$ cat config.mk
export PLATFORM = sky130hd
export DESIGN_NAME = nibble_serial_add_ctrl
export DESIGN_NICKNAME = d
export VERILOG_FILES = /design/src/rtl/nibble_serial_add_ctrl_pkg.sv /design/src/rtl/adder_4bit.sv /design/src/rtl/nibble_serial_add_ctrl.sv
export SDC_FILE = /design/constraint.sdc
export NUM_CORES = 1
export LEC_CHECK = 0
export CORE_MARGIN = 1.5
export CORE_UTILIZATION = 29
export DETAILED_ROUTE_END_ITERATION = 10
export GPL_TIMING_DRIVEN = 0
export SLEW_MARGIN = 15
export SYNTH_ARGS = -nofsm -noshare
export SYNTH_HDL_FRONTEND = slang
export SYNTH_HIERARCHICAL = 1
export SYNTH_SLANG_ARGS = --single-unit
export TNS_END_PERCENT = 30
$ cat constraint.sdc
create_clock -name clk -period 2.6 [get_ports clk]
set_clock_uncertainty 0.15 [all_clocks]
set_input_delay 0.39 -clock clk [delete_from_list [all_inputs] [get_ports clk]]
set_output_delay 0.39 -clock clk [all_outputs]
set_load 0.1 [all_outputs]
$ cat src/rtl/nibble_serial_add_ctrl_pkg.sv
// Shared types and constants for the nibble-serial adder controller.
`timescale 1ns/1ps
package nibble_serial_add_ctrl_pkg;

    // Controller states; encodings are fixed so debug dumps stay readable.
    typedef enum logic [1:0] {
        IDLE = 2'b00,
        ADD  = 2'b01,
        DONE = 2'b10
    } state_t;

    // Width of the shared adder slice.
    localparam int NIBBLE_W = 4;

endpackage

$ cat src/rtl/adder_4bit.sv
// Combinational 4-bit ripple adder slice with carry in/out.
`timescale 1ns/1ps
module adder_4bit (
    input  logic [3:0] A,
    input  logic [3:0] B,
    input  logic       cin,
    output logic [3:0] sum,
    output logic       cout
);

    // Full 5-bit add; the top bit is the carry out.
    assign {cout, sum} = {1'b0, A} + {1'b0, B} + {4'b0000, cin};

endmodule

$ cat src/rtl/nibble_serial_add_ctrl.sv
// WIDTH-bit adder built from one 4-bit slice reused over WIDTH/4 cycles,
// least-significant nibble first, with valid/ready on both sides.
`timescale 1ns/1ps
module nibble_serial_add_ctrl
    import nibble_serial_add_ctrl_pkg::*;
#(
    parameter int WIDTH = 16
) (
    input  logic             clk,
    input  logic             rst_n,
    input  logic             in_valid,
    output logic             in_ready,
    input  logic [WIDTH-1:0] a,
    input  logic [WIDTH-1:0] b,
    input  logic             cin,
    output logic             out_valid,
    input  logic             out_ready,
    output logic [WIDTH-1:0] sum,
    output logic             cout,
    output logic             ovf
);

    localparam int NIB   = WIDTH / NIBBLE_W;
    localparam int CNT_W = $clog2(NIB) + 1;

    // Reject widths that cannot be split into whole nibbles.
    generate
        if ((WIDTH < NIBBLE_W) || ((WIDTH % NIBBLE_W) != 0)) begin : g_bad_width
            $error("nibble_serial_add_ctrl: WIDTH must be a multiple of 4 and at least 4");
        end
    endgenerate

    state_t             state;
    state_t             state_next;
    logic [CNT_W-1:0]   cnt;
    logic [WIDTH-1:0]   opa;
    logic [WIDTH-1:0]   opb;
    logic [WIDTH-1:0]   sum_reg;
    logic               carry_reg;
    logic               a_msb;
    logic               b_msb;
    logic [NIBBLE_W-1:0] slice_sum;
    logic               slice_cout;
    logic               load;
    logic               step;
    logic               last;
    logic [WIDTH-1:0]   sum_shift;
    logic               new_ovf;

    adder_4bit u_slice (
        .A    (opa[NIBBLE_W-1:0]),
        .B    (opb[NIBBLE_W-1:0]),
        .cin  (carry_reg),
        .sum  (slice_sum),
        .cout (slice_cout)
    );

    // Final nibble step of the current addition.
    assign last = (cnt == CNT_W'(NIB - 1));

    // Partial sum after this step: new slice enters at the top, older nibbles move down.
    // Written as shifts so it also elaborates cleanly for WIDTH == 4.
    assign sum_shift = (sum_reg >> NIBBLE_W) | (WIDTH'(slice_sum) << (WIDTH - NIBBLE_W));

    // Signed overflow: like-signed operands producing a result of the other sign.
    assign new_ovf = (a_msb == b_msb) && (sum_shift[WIDTH-1] != a_msb);

    // State register.
    always_ff @(posedge clk or negedge rst_n) begin
        if (!rst_n) begin
            state <= IDLE;
        end else begin
            state <= state_next;
        end
    end

    // Next-state and handshake decode; acceptance and release never share a cycle.
    always_comb begin
        state_next = state;
        in_ready   = 1'b0;
        out_valid  = 1'b0;
        load       = 1'b0;
        step       = 1'b0;
        case (state)
            IDLE: begin
                in_ready = 1'b1;
                if (in_valid) begin
                    load       = 1'b1;
                    state_next = ADD;
                end
            end
            ADD: begin
                step = 1'b1;
                if (last) begin
                    state_next = DONE;
                end
            end
            DONE: begin
                out_valid = 1'b1;
                if (out_ready) begin
                    state_next = IDLE;
                end
            end
            default: begin
                state_next = IDLE;
            end
        endcase
    end

    // Operand capture, nibble shifting, inter-nibble carry and step counter.
    always_ff @(posedge clk or negedge rst_n) begin
        if (!rst_n) begin
            opa       <= '0;
            opb       <= '0;
            sum_reg   <= '0;
            carry_reg <= 1'b0;
            a_msb     <= 1'b0;
            b_msb     <= 1'b0;
            cnt       <= '0;
        end else if (load) begin
            opa       <= a;
            opb       <= b;
            carry_reg <= cin;
            a_msb     <= a[WIDTH-1];
            b_msb     <= b[WIDTH-1];
            cnt       <= '0;
        end else if (step) begin
            opa       <= opa >> NIBBLE_W;
            opb       <= opb >> NIBBLE_W;
            sum_reg   <= sum_shift;
            carry_reg <= slice_cout;
            cnt       <= cnt + CNT_W'(1);
        end
    end

    // Result registers update only on entry to DONE, so they hold through IDLE and ADD.
    always_ff @(posedge clk or negedge rst_n) begin
        if (!rst_n) begin
            sum  <= '0;
            cout <= 1'b0;
            ovf  <= 1'b0;
        end else if (step && last) begin
            sum  <= sum_shift;
            cout <= slice_cout;
            ovf  <= new_ovf;
        end
    end

endmodule

==> impl_results.md, run 1 <==
- Status: finished, final reports clean
- Register clock-pin slew on the reported worst setup and hold paths: 0.08 ns
- FF-to-FF path depth: 7
- Critical path peak fanout: 7
- Top_reg_cell synth: dfrtp_1
- Worst-margin pin slew: slightly below 1 ns
- Final GP Congestion: 0.800
- Global-route wire length before repair: roughly 11000 microns
- Die area: between 10000 and 15000 sq um
- Final instance area: a little under 4000 sq um
- Final wirelength: approximately 6600 microns
- Critical path class: reg -> out
- Max Freq: roughly 410 MHz
- Area Overhead vs Synth: 32.0%
- Final Hold Vio Count: 0
- Reg-to-reg critical path startpoint: opa[0]
- Drt first-iter violations: just under 90
- HPWL after DPL: 4870 microns
- IO Port Bufs: 56
- Lkg Pwr: 1.89 nW
- PwrDens: roughly 1400 nW/um^2
- Antenna-violating nets left: 0
- #FFs+latches synth: 70
- Worst Setup End Kind: output pin
- Worst-Skew Late Latency: ~0.34 ns
- Clk sinks: 70
- Core ar.: roughly 10000 sq um
- Avg Cell Area, Syn: about 11 sq um
- Max reg flops: 28
- Total CTS buffers: 9
- Antenna Cells: 0
- 1st-pass router iterations: 4
- Synth top area cells: dfrtp_1 (59%), nand2_1 (13%), mux2_2 (7.2%), a22oi_1 (6.3%), buf_6 (2.3%)
- Syn Inst Count: around 280
- CP startpoint: state[0]
- Synth async-reset ratio: between 90% and 100%
- Sequential fraction of the synthesis area: between 50% and 60%
- R2R Path End: ovf
- Synth area leader: dfrtp_1
- Overall Power: 0.00554 W
- Headroom to the max-slew limit: between 30% and 40%
- Gr ovfl total: 0
- Synth top cells by count: nand2_1 (103), dfrtp_1 (70), a22oi_1 (25), mux2_2 (19), o21ai_0 (11)
- Die W: roughly 100 microns
- Drt drc: 0
- Min Clock Period, post-route: ~2.4 ns
- WL per Instance: roughly 14 microns
- Mapped Nets: 320
- CP Data Required Time: 2.06 ns
- I/O pin total: 57
- Total Routing Usage GR: a little over an eighth
- Clock Tree Buf Depth: 2
- Setup total negative slack: 0 ns
- Mapped Area: 2990 sq um
- R2r setup slk: around 0.52 ns
- Most frequent cell after synthesis: nand2_1
- Final-report setup violation count: 0
- Synth top area share: approximately three fifths
- Crit path capture: out_valid
- Final period utilization: between 90% and 100%
- # fillers: ~1000
- H-tree levels: 3
- RSZ-0062 raised after global routing: false
- Vias per inst: about 4.5
- Maximum vdd drop: between 0.6 and 0.7 mV
- Clk root buf: clkbuf_8
- Ratio of cells with drive above 1 in the final layout: approximately 15%
- Hold WS: around 0.31 ns
- Chip height: between 100 and 150 microns
- HP Class: in -> async
- Vias in the first global route: 2200
- Num rows: 36
- CTS tree: done
- Post-CTS setup buffers: 0
- Arrival @ worst endpoint: 1.91 ns
- Max cap viols: 0
- CP Launch Type: flop
- DR vias: about 2200
- Yosys warnings: 6
- Largest net degree at the start of global routing: 54
- Final Slew Violations: 0
- Initial antenna violation count: 0
- Post-Route Utilization: between 30% and 40%
- DP Area: between 3000 and 4000 sq um
- Post-layout nets: 389
- Unique masters post-synth: 26
- EDFF count, synth: 0
- Initial Utilization: between 30% and 40%
## layout make-up
| cell class | instances | area (sq um) | share of cell area, % |
|---|---|---|---|
| clock inverters | 6 | 61.3 | 1.55 |
| plain buffers | 15 | 116 | 2.95 |
| repair buffers | 58 | 593 | 15.0 |
| well taps | 133 | 166 | 4.21 |
| flip-flops and latches | 70 | 1750 | 44.3 |
| inverters | 6 | 22.5 | 0.570 |
| clock buffers | 10 | 138 | 3.48 |
| multi-input cells | 185 | 1100 | 27.9 |
## worst min-delay path by stage
stage,from,endpoint,depth (start not counted)
6_report,rst_n,sum[1],2
5_1_grt,rst_n,sum[1],2
4_1_cts,rst_n,sum[1],2
3_5_place_dp,rst_n,sum_reg[5],1
3_3_place_gp,sum_reg[4],sum_reg[4],2
2_1_floorplan,rst_n,a_msb,0
## cell families after synthesis
family,share of synthesized area [%]
mux,7.15
buf+inv,4.64
xor+xnor,0.586
fa+ha+maj,3.43
compound gates,10.2
flops,58.6
simple gates,15.4
## layer usage
| layer | GRT usage [%] | wire length [microns] |
|---|---|---|
| met1 | 17.2 | 3120 |
| met2 | 20.7 | 3030 |
| met3 | 4.37 | 360 |
| met4 | 3.37 | 95 |
| met5 | 0 | 0 |
## cell usage in the layout, fill, tap and decap left out
cell / count
nand2_1: 103
dfrtp_1: 70
clkdlybuf4s50_1: 53
a22oi_1: 25
mux2_2: 19
o21ai_0: 11
clkbuf_8: 10
inv_1: 6
buf_6: 6
buf_2: 6
ha_1: 5
nand2b_1: 3
buf_4: 3
clkinv_2: 3
nor2_1: 2
nor2b_1: 2
a22o_1: 2
dlygate4sd2_1: 2
xnor2_1: 2
fa_1: 2
nor3b_4: 1
o21bai_1: 1
o21bai_2: 1
nand3b_1: 1
and3b_1: 1
a21oi_1: 1
clkbuf_1: 1
o22ai_1: 1
clkinvlp_4: 1
bufinv_16: 1
clkinv_4: 1
dlygate4sd3_1: 1
buf_16: 1
a21o_1: 1
a21oi_2: 1
## what timing repair did
item                                    in CTS  in global routing
resized for setup                            2                  0
hold buffers                                 1                  0
endpoints found under the setup margin       2                  0
endpoints found under the hold margin       17                  0
## through the flow
step / setup slack, ns / std cells
CTS: 0.127 / 483
floorplan: 0.314 / 276
global placement: -1.38 / 465
global route: 0.0904 / 483
detailed placement: 0.230 / 466
finish: 0.154 / 483
## report_power, final
group	internal, W	switching [W]
Sequential	0.00156	0.000282
Clock	0.000465	0.000405
Combinational	0.000918	0.00191
## worst max-delay path, cell delays in order (launching register included)
cell and delay [ns]:
dfrtp_1 0.38, buf_6 0.14, nand2b_1 0.14, inv_1 0.06
dlygate4sd2_1 0.84
Power figures use the tool's default switching activity.
==> run 2: changes to the inputs <==
Settings changed: SYNTH_HIERARCHICAL 1 to not set.
==> run 2 against run 1 <==
Compared with the run above:
- fmax is 1.7% higher
- die area up 0.81%
- non-clock buffer count grew 1
- register-to-register slack better by 0.11 ns
- critical path depth decreased by 1
- largest cell class unchanged
==> impl_results.md, run 2 <==
- Status: finished, final reports clean
- Vias in the first global route: 2220 (+0.91%)
- Synth async-reset ratio: 100% (unchanged)
- Worst-Skew Late Latency: 0.35 ns (about the same)
- Most frequent cells in the layout: nand2_1 (95), dfrtp_1 (70), clkdlybuf4s50_1 (53)
- Arrival @ worst endpoint: 1.86 ns (-0.05 ns)
- Max reg flops: 28 (unchanged)
- #FFs+latches synth: 70 (unchanged)
- Post-CTS setup buffers: 0 (unchanged)
- I/O pin total: 57 (unchanged)
- Min Clock Period, post-route: 2.40 ns (-0.0416 ns)
- Drt first-iter violations: 69 (-21%)
- Clock Tree Buf Depth: 2 (unchanged)
- EDFF count, synth: 0 (unchanged)
- Synth top area share: 58.1% (-0.49 points)
- DP Area: 3760 sq um (+0.57%)
- Critical path peak fanout: 5 (-2)
- Final instance area: 3970 sq um (+0.54%)
- CTS tree: done
- Post-Route Utilization: 39.0% (-0.87 points)
- Crit path buf inv count: 2 (-1)
- Register clock-pin slew on the reported worst setup and hold paths: 0.07 ns (about the same)
- Largest net degree at the start of global routing: 42 (-22%)
- Area Overhead vs Synth: 31.6%
- Synth top cells by count: nand2_1 (95), dfrtp_1 (70), a22oi_1 (23), o21ai_0 (17), mux2_4 (10)
- Total Routing Usage GR: 13.0% (-0.079 points)
- Crit-path max cell delay: 0.85 ns (about the same)
- Top_reg_cell synth: dfrtp_1
- 1st-pass router iterations: 4 (unchanged)
- Antenna-violating nets left: 0 (unchanged)
- HP Class: reg -> reg
- CP max-delay cell: dlygate4sd2_1
- H-tree levels: 3 (unchanged)
- Ratio of cells with drive above 1 in the final layout: 14.8% (-0.61 points)
- Post-layout nets: 390 (+0.26%)
- Gr ovfl total: 0 (unchanged)
- Most common cell after layout, fill and taps aside: nand2_1
- Mapped Nets: 321 (+0.31%)
- Final GP Congestion: 0.779 (-2.6%)
- Final Hold Vio Count: 0 (unchanged)
- RSZ-0062 raised after global routing: false
- Total CTS buffers: 9 (unchanged)
- Initial Utilization: 29.6% (-0.57 points)
- Headroom to the max-slew limit: 35.2% (+0.76 points)
- Sequential fraction of the synthesis area: 58.1% (-0.49 points)
- Final period utilization: 92.5% (-1.6 points)
- Core ar.: 10200 sq um (+2.8%)
- Antenna Cells: 0 (unchanged)
- Initial antenna violation count: 0 (unchanged)
- CP Launch Type: flop
- WL per Instance: 13.4 microns (-2.1%)
- Avg Cell Area, Syn: 10.9 sq um (+0.47%)
- IO Port Bufs: 56 (unchanged)
- # fillers: 1021 (+1.9%)
- Num rows: 37 (+2.8%)
- Worst Setup End Kind: output pin
- Crit-path leading delay family: buffers and inverters
- Final wirelength: 6520 microns (-1.3%)
- Chip height: 105 microns (+0.41%)
- Final-report setup violation count: 0 (unchanged)
- Vias per inst: 4.42 (-2.0%)
- Worst-margin pin slew: 0.970 ns (-0.0113 ns)
- Syn Inst Count: 277 (+0.36%)
- Unique masters post-synth: 33 (+27%)
- Synth area leader: dfrtp_1
- Drt drc: 0 (unchanged)
- CP cell instances: nand2b_1 -> inv_1 -> dlygate4sd2_1
- Global-route wire length before repair: 11100 microns (about the same)
- Hold WS: 0.330 ns (+0.0153 ns)
- Die W: 105 microns (+0.41%)
- Synth top area cells: dfrtp_1 (58%), nand2_1 (12%), a22oi_1 (5.7%), mux2_4 (5.0%), o21ai_0 (2.8%)
- DR vias: 2152 (-1.1%)
- Max cap viols: 0 (unchanged)
- Max Freq: 416 MHz (+1.7%)
- Clk sinks: 70 (unchanged)
- Clk root buf: clkbuf_8
- Critical path class: reg -> out
- Yosys warnings: 0 (-6)
- Mapped Area: 3020 sq um (+0.84%)
- HPWL after DPL: 4740 microns (-2.8%)
- CP Data Required Time: 2.06 ns (about the same)
- Final Slew Violations: 0 (unchanged)
- Setup total negative slack: 0 ns (unchanged)
- Die area: 11000 sq um (+0.81%)
- Most frequent cell after synthesis: nand2_1
[run 2: cell type report]
type	count	area, sq um	area share, %
Sequential cell	70	1750	44.1
Multi-Input combinational cell	185	1140	28.6
Timing Repair Buffer	58	586	14.7
Tap cell	136	170	4.28
Clock buffer	10	138	3.47
Buffer	16	105	2.65
Clock inverter	6	61.3	1.54
Inverter	6	22.5	0.567
[run 2: what timing repair did]
action / in CTS / in global routing
hold buffers: 1 / 0
setup endpoints to repair: 2 / 0
gates resized for setup: 2 / 0
hold endpoints to repair: 29 / 0
[run 2: cell families (layout without fill, tap and decap cells)]
kind of cell / count (synthesis) / in the layout / synth area share (%)
AOI/OAI and AO/OA: 52 / 52 / 11.7
xor gates and xnor gates: 2 / 2 / 0.581
adders and majority gates: 7 / 7 / 3.40
buffers and inverters: 22 / 96 / 4.23
DFF: 70 / 70 / 58.1
muxes: 15 / 15 / 6.84
and+or+nand+nor: 109 / 109 / 15.2
[run 2: final timing paths]
path,start,endpoint,slack [ns],cells past startpoint
max,state[0],out_valid,0.20,3
max reg2reg,opa[0],sum[15],0.63,5
min,opb[9],opb[9],0.33,2
min reg2reg,opb[9],opb[9],0.33,2
min in group asynchronous,rst_n,sum[1],0.36,2
max in group asynchronous,rst_n,opb[3],1.39,3
[run 2: metrics by stage]
stage / cells / worst slack, ns
3_3_place_gp: 469 / -1.41
6_report: 487 / 0.196
4_1_cts: 487 / 0.173
5_1_grt: 487 / 0.103
2_1_floorplan: 277 / 0.365
3_5_place_dp: 470 / 0.291
[run 2: metal layers]
metal  GRT usage, %  part of all wire (%)  up-vias
met4           3.52                   1.2        0
li1               -                     -     1075
met3           4.74                   4.9        8
met5              0                     0        -
met2           19.9                    45       65
met1           17.3                    49     1004
[run 2: worst register-to-register path: stages, from the launching register on]
cell,delay (ns)
dfrtp_1,0.42
fa_1,0.45
a21o_1,0.19
a21oi_1,0.31
xor2_1,0.21
o21ai_0,0.10
Power of run 2 is left out: the tool's default activity adds up to more than one toggle a clock period on the data nets, which glitch-free logic cannot reach.
==> run 3: changes to the inputs <==
Settings changed: GPL_ROUTABILITY_DRIVEN set to 0.
==> results of run 3 <==
No change in the layout: final DEF, timing and power equal those of run 2.
Power of run 3 is left out for the same reason.
==> edit 1, RTL diff (settings of run 1) <==
Reset style: synchronous (`rst_n`), changed in 3 clocked blocks.
--- a/src/rtl/nibble_serial_add_ctrl.sv
+++ b/src/rtl/nibble_serial_add_ctrl.sv
@@ -67,5 +67,5 @@
 
     // State register.
-    always_ff @(posedge clk or negedge rst_n) begin
+    always_ff @(posedge clk) begin
         if (!rst_n) begin
             state <= IDLE;
@@ -109,5 +109,5 @@
 
     // Operand capture, nibble shifting, inter-nibble carry and step counter.
-    always_ff @(posedge clk or negedge rst_n) begin
+    always_ff @(posedge clk) begin
         if (!rst_n) begin
             opa       <= '0;
@@ -135,5 +135,5 @@
 
     // Result registers update only on entry to DONE, so they hold through IDLE and ADD.
-    always_ff @(posedge clk or negedge rst_n) begin
+    always_ff @(posedge clk) begin
         if (!rst_n) begin
             sum  <= '0;
Function: differs if rst_n is asserted again (counterexample within 4 cycles, from zero or initial values and one cycle with rst_n low); with rst_n held inactive, the same outputs for 10 cycles.
==> edit 1 against run 1 <==
Cell area increased by 0.22%. Highest routed layer unchanged. Critical endpoint unchanged. Register-to-register slack got worse by 0.15 ns. Sequential share of layout area decreased by 8.9 points. Setup slack improved by 0.026 ns. Sequential cell count unchanged. Critical path depth decreased by 1. Area after synthesis increased by 0.96%. Worst hold slack got worse by 0.062 ns. Wire length increased by 12%. Die area increased by 0.94%.
Power is not compared: it rests on default switching activity, and its combinational part moved more than twofold at a synthesized area within 25%.
==> edit 1: results (changes against run 1) <==
* Status: completed (unchanged)
* Async SR Flop Fraction at 0 (was 1.00)
* Drt total wl at 7370 um (was 6610 um)
* Worst stage delay on the critical path at 0.88 ns (was 0.84 ns)
* Top cells by area, synth: dfxtp_1 46%, nand2_1 11%, a21boi_0 9.7% (was dfrtp_1 59%, nand2_1 13%, mux2_2 7.2%)
* Reg-to-Reg End: ovf (unchanged)
* PortBufs at 55 (was 56)
* Slew headroom at 0.355 (was 0.344)
* Place WS at 0.126 ns (was 0.230 ns)
* Seq/Total Area, Yosys at 0.464 (was 0.586)
* 1st-pass router iterations at 4 (unchanged)
* Largest net degree at the start of global routing at 13 (was 54)
* CTS Buf Count at 9 (unchanged)
* GP Congestion at 0.756 (was 0.800)
* Via count at 2566 (was 2177)
* First-pass GRT wire length at 12300 um (was 11100 um)
* Min-Delay Startpoint: rst_n
* Layout cell share with drive strength beyond 1 at 0.109 (was 0.154)
* Dpl hpwl at 5540 um (was 4870 um)
* Cells after Synth at 360 (was 276)
* Leakage at about 1.4 nW
* Post-CTS setup buffers at 0 (unchanged)
* Final Instance Count excl. Fillers at 567 (was 483)
* H-Tree Depth at 3 (unchanged)
* Crit path max fanout at 10 (was 7)
* Placed Instances at 551 (was 466)
* Worst r2r path cells at 6 (was 7)
* Flop-to-flop setup slack at 0.37 ns (was 0.52 ns)
* Filler Cells Inserted at 1050 (was 1002)
* DR iter-0 viols at 107 (was 87)
* Worst Path Arrival at 1.88 ns (was 1.91 ns)
* Worst R2R Start: opa[0] (unchanged)
* Synthesized net count at 404 (was 320)
* Cell variety after synth at 32 (was 26)
* Top_reg_cell synth: dfxtp_1 (was dfrtp_1)
* Nets at 470 (was 389)
* Type of the most critical hold path: in2reg (was in2async)
* Placed cell areas at 3740 um^2 (about the same)
* All-Layer GR Usage at 0.142 (was 0.131)
* Synth top cells by count: 89 x nand2_1, 70 x dfxtp_1, 42 x a21oi_1, 39 x a21boi_0 (was 103 x nand2_1, 70 x dfrtp_1, 25 x a22oi_1, 19 x mux2_2, 11 x o21ai_0)
==> edit 1: what timing repair did <==
action                                  in CTS  in global routing
resized for setup                            2                  2
gates cloned                                 0                  0
endpoints found under the setup margin       2                  1
endpoints found under the hold margin        0                  0
==> edit 1: worst max-delay path by stage <==
stage | from | slack [ns] | cells after the start | end
after floorplan | state[1] | 0.18 | 3 | in_ready
after global placement | state[1] | 0.14 | 4 | in_ready
after CTS | state[1] | 0.03 | 4 | in_ready
after global routing | state[0] | 0.08 | 3 | out_valid
after detailed placement | state[1] | 0.13 | 4 | in_ready
final | state[0] | 0.18 | 3 | out_valid
==> edit 1: area by class of cell <==
type,count,area (um^2),share of cell area
clock inverters,5,82.6,0.0209
inverters,7,26.3,0.00664
well taps,136,170,0.0430
repair buffers,55,544,0.137
clock buffers,11,141,0.0357
plain buffers,29,150,0.0379
multi-input cells,254,1440,0.364
flip-flops and latches,70,1400,0.354
==> edit 1: metrics by stage <==
stage	hold WS (ns)	utilization
floorplan	0.279	-
global placement	0.288	0.366
detailed placement	0.295	0.366
CTS	0.244	0.387
global route	0.288	0.387
finish	0.253	0.387
==> edit 1: routing by layer <==
metal / vias to the layer above / routed length (um) / track usage
li1: 1340 / - / -
met1: 1161 / 3460 / 0.168
met2: 58 / 3480 / 0.248
met3: 7 / 370 / 0.0468
met4: 0 / 61 / 0.0294
met5: - / 0 / 0
==> edit 1: power breakdown <==
part           total, mW  internal, mW  switching [mW]
clock network      0.989         0.567           0.422
registers           1.16          1.13          0.0352
logic              0.348         0.163           0.185
total               2.50          1.86           0.642
==> edit 1: kinds of logic after synthesis <==
| kind of cell | count (synthesis) | share of synthesized area |
|---|---|---|
| flip-flops | 70 | 0.464 |
| buffers and inverters | 36 | 0.0584 |
| AND/OR/NAND/NOR | 129 | 0.187 |
| AO/OA/AOI/OAI | 115 | 0.248 |
| XOR/XNOR | 3 | 0.00870 |
| adder cells (fa/ha/maj) | 7 | 0.0340 |
==> edit 1: critical path, delay by kind of cell, from the launching register on <==
| family | cells | cell delay (ns) |
|---|---|---|
| buffers and inverters | 2 | 1.04 |
| DFF | 1 | 0.31 |
| and+or+nand+nor | 1 | 0.19 |
==> edit 2, RTL diff (config.mk and constraints of run 1) <==
Without the edit above. Change the parameter `WIDTH` from 16 to 8.
--- a/src/rtl/nibble_serial_add_ctrl.sv
+++ b/src/rtl/nibble_serial_add_ctrl.sv
@@ -5,5 +5,5 @@
     import nibble_serial_add_ctrl_pkg::*;
 #(
-    parameter int WIDTH = 16
+    parameter int WIDTH = 8
 ) (
     input  logic             clk,
Ports: changed (resized a, b and sum); port bits go from 57 to 33. No check against the original RTL was run, so the function may have changed too.
==> edit 2 against run 1 <==
Via count decreased by 46%. Non-clock buffer count is 33 lower. Sequential cell count down 33. Area after synthesis shrank 44%. Setup slack better by 0.066 ns. Wire length decreased by 50%. Final cell count down 45%. Cell area is 44% lower.
Power is not shown: default switching activity piles up to over one toggle a cycle in this logic, so the estimate is an artifact.
==> edit 2: results (changes against run 1) <==
* Status: completed (unchanged)
* Drt total wl at 3310 um (was 6610 um)
* Vias in the first global route at 1147 (was 2200)
* Clk Latency, worst-skew pair at 0.28 ns (was 0.34 ns)
* Xor-xnor portion of the synthesized cell area at 0.0104 (was 0.00586)
* All-Layer GR Usage at 0.118 (was 0.131)
* Nets at 218 (was 389)
* Final Instance Count excl. Fillers at 264 (was 483)
* Clock buf/inv share at 0.0391 (was 0.0504)
* Synthesized net count at 177 (was 320)
* Cell variety after synth at 27 (was 26)
* Cells after Synth at 150 (was 276)
* Placed Instances at 255 (was 466)
* Mux share of post-synthesis cell area at 0.0892 (was 0.0715)
* Worst Path Arrival at 1.84 ns (was 1.91 ns)
* Non-clk buf share at 0.180 (about the same)
* Fin area at 2210 um^2 (was 3950 um^2)
* GP Congestion at 0.706 (was 0.800)
* Worst-Margin Slew at 0.968 ns (was 0.981 ns)
* First-pass GRT wire length at 5620 um (was 11100 um)
* Place WS at 0.238 ns (was 0.230 ns)
* Synth Area in Compound Gates at 0.105 (was 0.102)
* # clk buffers at 5 (was 10)
* Via count at 1168 (was 2177)
* Storage cell area at 926 um^2 (was 1750 um^2)
* PortBufs at 32 (was 56)
* Filler Cells Inserted at 580 (was 1002)
* Synth top cells by count: 45 x nand2_1, 37 x dfrtp_1, 9 x a22oi_1, 9 x o21ai_0, 7 x mux2_4 (was 103 x nand2_1, 70 x dfrtp_1, 25 x a22oi_1, 19 x mux2_2, 11 x o21ai_0)
* Seq/Total Area, Yosys at 0.550 (was 0.586)
* P&R area growth vs syn at 31.1% (was 32.0%)
* DR iter-0 viols at 62 (was 87)
* Layout cell share with drive strength beyond 1 at 0.161 (was 0.154)
* Largest net degree at the start of global routing at 33 (was 54)
* Post-synthesis adder-cell area fraction at 0.0535 (was 0.0343)
[edit 2: changes by cell type after synthesis, moves of 2 or more]
cell | before | now
buf_2 | 6 | 2
buf_6 | 6 | 3
mux2_4 | 0 | 7
o21ai_0 | 11 | 9
nand2_1 | 103 | 45
a22oi_1 | 25 | 9
dfrtp_1 | 70 | 37
mux2_2 | 19 | 4
[edit 2: what timing repair did]
| action | CTS | global route |
|---|---|---|
| hold endpoints to repair | 5 | 0 |
| endpoints found under the setup margin | 1 | 1 |
| pin swaps | 0 | 0 |
| gates resized for setup | 1 | 1 |
| hold buffers | 1 | 0 |
[edit 2: routing by layer]
layer	GRT usage	up-vias	part of all wire
met5	0	-	0
met4	0.0368	0	0.0094
met3	0.0356	5	0.041
met2	0.177	31	0.44
met1	0.162	550	0.51
li1	-	582	-
[edit 2: logic make-up (layout without fill, tap and decap cells)]
kind of cell    Yosys count  after routing
flops                    37             37
fa+ha+maj                 6              6
mux                      11             11
simple gates             55             55
compound gates           27             27
xor+xnor                  2              2
buf+inv                  12             54
